## src/rtl/serial_to_parallel.sv

```systemverilog
// Serial-to-parallel deserialiser with idle-byte alignment.
// It hunts for IDLE_BYTE at any bit offset, confirms BC_LOCK aligned idles, then emits each non-idle byte.
module serial_to_parallel #(
  parameter logic [7:0] IDLE_BYTE = 8'hBC,
  parameter int         BC_LOCK   = 4
) (
  input  logic       clk_8f,
  input  logic       reset,
  input  logic       data_in,
  output logic [7:0] data_out,
  output logic       valid_out,
  output logic       active
);

  localparam int              BCW       = $clog2(BC_LOCK + 1);
  localparam logic [BCW-1:0]  BC_LOCK_V = BC_LOCK[BCW-1:0];
  localparam logic [BCW-1:0]  BC_ONE    = BCW'(1);

  typedef enum logic [1:0] {HUNT, COUNT, LOCKED} state_t;

  state_t         state_q, state_d;
  logic [7:0]     shift_q, shift_d;
  logic [2:0]     bit_cnt_q, bit_cnt_d;
  logic [BCW-1:0] bc_cnt_q, bc_cnt_d;
  logic [7:0]     data_q, data_d;
  logic           valid_q, valid_d;
  logic           active_q, active_d;

  logic [7:0]     cand;
  logic           boundary;
  logic [BCW-1:0] bc_inc;

  always_ff @(posedge clk_8f or negedge reset) begin
    if (!reset) begin
      state_q   <= HUNT;
      shift_q   <= 8'h00;
      bit_cnt_q <= 3'd0;
      bc_cnt_q  <= '0;
      data_q    <= 8'h00;
      valid_q   <= 1'b0;
      active_q  <= 1'b0;
    end else begin
      state_q   <= state_d;
      shift_q   <= shift_d;
      bit_cnt_q <= bit_cnt_d;
      bc_cnt_q  <= bc_cnt_d;
      data_q    <= data_d;
      valid_q   <= valid_d;
      active_q  <= active_d;
    end
  end

  always_comb begin
    cand      = {shift_q[6:0], data_in};
    boundary  = (bit_cnt_q == 3'd7);
    // Idle count saturates at the lock threshold rather than wrapping.
    bc_inc    = (bc_cnt_q == BC_LOCK_V) ? bc_cnt_q : bc_cnt_q + BC_ONE;
    state_d   = state_q;
    shift_d   = cand;
    bit_cnt_d = 3'd0;
    bc_cnt_d  = bc_cnt_q;
    data_d    = data_q;
    valid_d   = 1'b0;
    active_d  = active_q;
    unique case (state_q)
      HUNT: begin
        bc_cnt_d = '0;
        if (cand == IDLE_BYTE) begin
          bc_cnt_d = BC_ONE;
          if (BC_ONE == BC_LOCK_V) begin
            state_d  = LOCKED;
            active_d = 1'b1;
          end else begin
            state_d = COUNT;
          end
        end
      end
      COUNT: begin
        bit_cnt_d = bit_cnt_q + 3'd1;
        if (boundary) begin
          if (cand == IDLE_BYTE) begin
            bc_cnt_d = bc_inc;
            if (bc_inc == BC_LOCK_V) begin
              state_d  = LOCKED;
              active_d = 1'b1;
            end
          end else begin
            state_d  = HUNT;
            bc_cnt_d = '0;
          end
        end
      end
      LOCKED: begin
        bit_cnt_d = bit_cnt_q + 3'd1;
        if (boundary && (cand != IDLE_BYTE)) begin
          data_d  = cand;
          valid_d = 1'b1;
        end
      end
      default: state_d = HUNT;
    endcase
  end

  assign data_out  = data_q;
  assign valid_out = valid_q;
  assign active    = active_q;

endmodule

```

## config.mk

```make
export PLATFORM = sky130hd
export DESIGN_NAME = serial_to_parallel
export DESIGN_NICKNAME = d
export VERILOG_FILES = /design/src/rtl/serial_to_parallel.sv
export SDC_FILE = /design/constraint.sdc
export NUM_CORES = 1
export LEC_CHECK = 0
export CORE_ASPECT_RATIO = 0.8
export CORE_MARGIN = 2
export CORE_UTILIZATION = 57
export DETAILED_ROUTE_END_ITERATION = 7
export PLACE_DENSITY_LB_ADDON = 0.12
export SYNTH_ARGS = -nofsm -noshare
export SYNTH_HDL_FRONTEND = slang
export SYNTH_SLANG_ARGS = --single-unit
```

## constraint.sdc

```tcl
create_clock -name clk_8f -period 3.7 [get_ports clk_8f]
set_input_delay 1.11 -clock clk_8f [delete_from_list [all_inputs] [get_ports clk_8f]]
set_output_delay 1.11 -clock clk_8f [all_outputs]
set_load 0.005 [all_outputs]
```

==> impl_metrics.yaml, run 1 <==
run_status:
  outcome: "completed"
placed_design:
  dp.cells: 124
  placed_area_um2: 1260
  dp_slack_ps: 737
  numPortBuffers: 12
  dpl.hpwl_mm: 1.43
  place_congestion: 0.884
synthesis:
  synth_fp_nets: 98
  yosysWarnings: 0
  synth_seq_cells: 25
  syn_avg_cell_area_um2: 12.7
  syn_inst: 88
  yosys.cell_count.top_type: "dfrtp_1"
  yosysSeqAreaShare_pct: 56.2
  netlist_area_um2: 1110
  synth_cell_type_count: 33
  synth_area_leaders: "dfrtp_1, mux2_2, ha_1"
  yosys.area.top_type: "dfrtp_1"
  synthArstFlopShare_pct: 100
  synth_top_area_share_pct: 56.2
  yosys-top-cells-count: "dfrtp_1, mux2_2, ha_1, inv_1, a21oi_1"
  synth-edff-count: 0
  ys.flop_type: "dfrtp_1"
worst_setup_path:
  cp_cell_sequence: "clkdlybuf4s50_1, and4bb_2, nand2_2, and3_1, mux2_2"
  cp_data_required_time_ps: 3900
  path_delay_family: "simple AND/OR/NAND/NOR gates"
  critPathKind: "input port to register"
  crit_arrival_ps: 2820
  crit_path_max_fanout: 9
  path_buf_inv: 1
  critPathCaptureType: "register"
  cp_slowest_cell: "clkdlybuf4s50_1"
  start_kind: "input port"
  r2r_slack_ps: 1730
  cpPeakStageDelay_ps: 500
power_and_ir_drop:
  power.switching_mw: 0.103
  p_comb_share_pct: 8.8
  power_density_nw_per_um2: 340
  p_int_mw: 0.335
  seqPwrFrac_pct: 65.1
  power_frac_clock_pct: 26.2
  peakVddDrop_mv: 0.280
  p_leak_nw: 0.604
  power.total_mw: 0.438
  swShare_pct: 23.5
cells_and_area:
  drive_above_1_share_pct: 19.2
  nNetsFinal: 115
  final_area_um2: 1290
  stdcell_count: 128
  n_antenna_cell: 0
  final_util_pct: 69.3
  area_growth_syn_to_layout_pct: 15.6
timing:
  post-route-min-period_ps: 2620
  fin_tns_setup_ps: 0
  max_clock_freq_ghz: 0.381
  finalWorstSetupSlack_ps: 1080
  worst_pin_slew_ps: 384
  setup_violations: 0
  holdWs_ps: 402
  maxSlewViolCount: 0
  min_period_over_period_pct: 70.9
  skew_ps: 8.83
  finalHoldViolCount: 0
  rsz0062_at_grt: "no"
  relSlewSlack_pct: 74.4
drt:
  drt-initial-drc-count: 13
  finalWirelength_mm: 1.81
  drtPass1Iterations: 4
  ant_nets: 0
  vias_per_cell: 5.68
  detail_route.wl_per_cell_um: 14.1
  dr_total_vias: 727
  post-route-drc-count: 0
cts:
  cts_resized: 0
  worstSkewPairLatency_ps: 310
  clockRootBuffer: "clkbuf_4"
  cts_tree: "yes"
  cts.sinks: 25
  post-cts-setup-buffers: 0
  cts_hold_buf: 0
  numCtsBuffers: 3
  max-clock-path-buffers: 2
  htreeDepth: 1
  cts.clk_slew.worst_paths_ps: 120
die:
  coreArea_um2: 1860
  io_pins: 13
  initial_core_util_pct: 60.0
  die_x_um: 53.4
  row_count: 14
  die_y_um: 43.5
  die-area_um2: 2330
job:
  max-cap-violations: 0
global_route:
  grt_pass1_vias: 738
  grt-ovfl-total: 0
  grt_pass1_wl_mm: 3.22
  grt_max_degree: 26
  grt_usage_pct: 19.4
  grt_antenna_before_repair: 0
worst_hold_path:
  holdCritPathClass: "register to register"
-- layout make-up --
class                      count  area [µm²]
sequential                    25         626
fill                         142         569
multi-input combinational     55         450
timing repair buffer          13         128
tap                           24        30.0
inverter                       7        26.3
clock buffer                   3        22.5
clock inverter                 1        5.00
-- worst reg2reg max path, delay by kind of cell (launching register included) --
family                     cells  cell delay, ps
buffers and inverters          1              90
adders and majority gates      1             240
and+or+nand+nor                1             390
AOI/OAI and AO/OA              3             670
DFF                            1             490
-- power by group through the flow --
stage | sequential (mW) | combinational [mW] | clock (mW)
after CTS | 0.285 | 0.0390 | 0.119
after global placement | 0.290 | 0.0378 | 0
after floorplan | 0.289 | 0.0240 | 0
after detailed placement | 0.290 | 0.0387 | 0
after global routing | 0.286 | 0.0443 | 0.135
final | 0.285 | 0.0384 | 0.115
-- cell families (layout without fill, tap and decap cells) --
| family | Yosys count | after routing | share of synthesized area (%) |
|---|---|---|---|
| adder cells (fa/ha/maj) | 7 | 7 | 7.86 |
| AND/OR/NAND/NOR | 23 | 23 | 13.1 |
| flip-flops | 25 | 25 | 56.2 |
| buffers and inverters | 8 | 24 | 3.37 |
| AO/OA/AOI/OAI | 17 | 17 | 11.3 |
| multiplexers | 8 | 8 | 8.09 |
-- sequential cells by signal (all words and copies together) (netlist names) --
name,count
data_out,8
active,1
valid_out,1
bit_cnt_q,3
bc_cnt_q,3
shift_q,7
state_q,2
-- final timing paths --
path | endpoint | from | cells after the start
worst max-delay path | data_out[7] | data_in | 5
worst min-delay path | shift_q[5] | shift_q[4] | 0
worst max register to register | state_q[1] | bc_cnt_q[0] | 6
worst min register to register | shift_q[5] | shift_q[4] | 0
max in group asynchronous | data_out[4] | reset | 2
min in group asynchronous | valid_out | reset | 2
-- layout by cell type, fill, tap and decap left out, drive strengths merged, types with 2 or more instances in the layout --
cell,instances
a21o,2
a21oi,5
a31oi,2
and2,4
clkbuf,3
clkdlybuf4s50,12
dfrtp,25
ha,7
inv,7
mux2,8
nand2,4
nand3,2
nand4,2
nor2,2
-- per-layer routing --
metal	up-vias	GRT usage [%]	share of wire, %
met4	0	3.08	0
li1	349	-	-
met3	0	6.21	4.4
met2	13	30.4	47
met5	-	0	0
met1	365	27.3	48
(Power assumes the default switching activity.)
==> inputs of run 2 (changes only) <==
- CORE_UTILIZATION: 57 -> 48
- clock period: 3.7 -> 2.1 ns (I/O delays scaled with it)
==> run 2 against run 1 <==
  * Final cell count increased by 3.9%
  * Cell area is 3.3% higher
  * Via count down 3.7%
  * Register-to-register slack got worse by 1600 ps
  * Sequential share of layout area fell by 1.6 points
  * Flip-flop and latch count is the same
  * Count of clock-buffer cells in the layout rose by 1
  * Sequential power up 76%
  * First-iteration DRC count shrank 15%
  * Critical endpoint is now state_q[1]
  * Largest cell class unchanged
==> impl_metrics.yaml, run 2 (synthesis gave the netlist of run 1 again) <==
run_status:
  outcome: "completed"
drt:
  detail_route.wl_per_cell_um: 13.5
  vias_per_cell: 5.26
  drtPass1Iterations: 4
  ant_nets: 0
  finalWirelength_mm: 1.79
  drt-initial-drc-count: 11
  post-route-drc-count: 0
  dr_total_vias: 700
timing:
  rsz0062_at_grt: "no"
  skew_ps: 6.97
  maxSlewViolCount: 0
  post-route-min-period_ps: 1950
  min_period_over_period_pct: 93.1
  worst_pin_slew_ps: 341
  relSlewSlack_pct: 77.3
  setup_violations: 0
  finalHoldViolCount: 0
  finalWorstSetupSlack_ps: 146
  max_clock_freq_ghz: 0.512
cells_and_area:
  drive_above_1_share_pct: 21.3
  final_area_um2: 1330
  nNetsFinal: 119
  largest_register_ff_count: 8
  n_antenna_cell: 0
  area_growth_syn_to_layout_pct: 19.4
  most-common-layout-cells: "dfrtp_1, clkdlybuf4s50_1, mux2_2"
  final_common_cell: "dfrtp_1"
  stdcell_count: 133
power_and_ir_drop:
  power_density_nw_per_um2: 575
  peakVddDrop_mv: 0.449
  swShare_pct: 22.4
  power.switching_mw: 0.171
  seqPwrFrac_pct: 65.6
  p_leak_nw: 0.623
  p_int_mw: 0.594
  p_comb_share_pct: 8.9
  power_frac_clock_pct: 25.5
global_route:
  grt-ovfl-total: 0
  grtUsageMet3_pct: 5.79
  grt_pass1_wl_mm: 3.03
  grt_pass1_vias: 649
  grt_usage_pct: 15.5
  grt_use_met1_pct: 21.9
  grt_max_degree: 26
  use_met2_pct: 23.2
  top_usage_layer: "met2"
  grt_antenna_before_repair: 0
worst_setup_path:
  start_kind: "register"
  critPathCaptureType: "register"
  cpPeakStageDelay_ps: 480
  path_delay_family: "compound AO/OA/AOI/OAI gates"
  critPathKind: "register to register"
  cp_slowest_cell: "dfrtp_1"
  cp_data_required_time_ps: 2330
  crit_arrival_ps: 2180
  crit_path_max_fanout: 7
  cp_cell_sequence: "inv_1, ha_1, or3b_1, a311oi_2, a21oi_1, o31ai_2"
  path_buf_inv: 1
job:
  max-cap-violations: 0
die:
  initial_core_util_pct: 51.1
  coreArea_um2: 2180
  die-area_um2: 2720
  die_x_um: 57.9
  die_y_um: 47.1
  io_pins: 13
  row_count: 15
placed_design:
  place_congestion: 0.825
  dp.cells: 129
  dp_slack_ps: -164
  dpl.hpwl_mm: 1.39
  placed_area_um2: 1300
  numPortBuffers: 12
cts:
  max-clock-path-buffers: 2
  worstSkewPairLatency_ps: 300
  cts_hold_buf: 0
  cts.sinks: 25
  clockRootBuffer: "clkbuf_4"
  cts_tree: "yes"
  htreeDepth: 1
  post-cts-setup-buffers: 0
  cts_resized: 0
  numCtsBuffers: 3
  cts.clk_slew.worst_paths_ps: 120
worst_hold_path:
  holdCritPathClass: "register to register"
[run 2: changes by cell type in the layout (fill, tap and decap cells not counted), sizes merged]
| cell | change |
|---|---|
| buf | +4 |
| clkbuf | +1 |
| clkinv | -1 |
[run 2: layout make-up]
| class | instances | area, µm² |
|---|---|---|
| well taps | 25 | 31.3 |
| multi-input cells | 55 | 450 |
| flip-flops and latches | 25 | 626 |
| inverters | 7 | 26.3 |
| repair buffers | 17 | 170 |
| fillers | 180 | 847 |
| clock buffers | 4 | 26.3 |
[run 2: worst paths after layout]
| path | startpoint | end | slack, ps | cells past startpoint |
|---|---|---|---|---|
| setup / recovery | bc_cnt_q[0] | state_q[1] | 150 | 6 |
| hold / removal | shift_q[3] | shift_q[4] | 400 | 0 |
| setup reg to reg | bc_cnt_q[0] | state_q[1] | 150 | 6 |
| hold reg to reg | shift_q[3] | shift_q[4] | 400 | 0 |
| max in group asynchronous | reset | bc_cnt_q[1] | 1200 | 2 |
| min in group asynchronous | reset | bit_cnt_q[2] | 660 | 2 |
[run 2: per-layer routing]
layer	part of all wire (%)	wire length, µm
met5	0	0
met4	0	0
met3	4.2	76
met2	44	791
met1	52	924
[run 2: power groups by stage]
stage / Combinational, mW / Clock (mW) / Sequential (mW)
floorplan: 0.0422 / 0 / 0.509
global placement: 0.0687 / 0 / 0.511
detailed placement: 0.0679 / 0 / 0.511
CTS: 0.0685 / 0.210 / 0.502
global route: 0.0790 / 0.225 / 0.504
finish: 0.0679 / 0.195 / 0.502
[run 2: per-stage QoR]
| step | setup TNS [ps] | hold slack [ps] | util (%) | total power, mW |
|---|---|---|---|---|
| final | 0 | 397 | 61.1 | 0.765 |
| after global routing | 0 | 420 | 61.1 | 0.808 |
| after CTS | 0 | 407 | 61.1 | 0.780 |
| after detailed placement | -1420 | 383 | 59.9 | 0.579 |
| after global placement | -1090 | 376 | 59.9 | 0.579 |
| after floorplan | 0 | 334 | - | 0.551 |
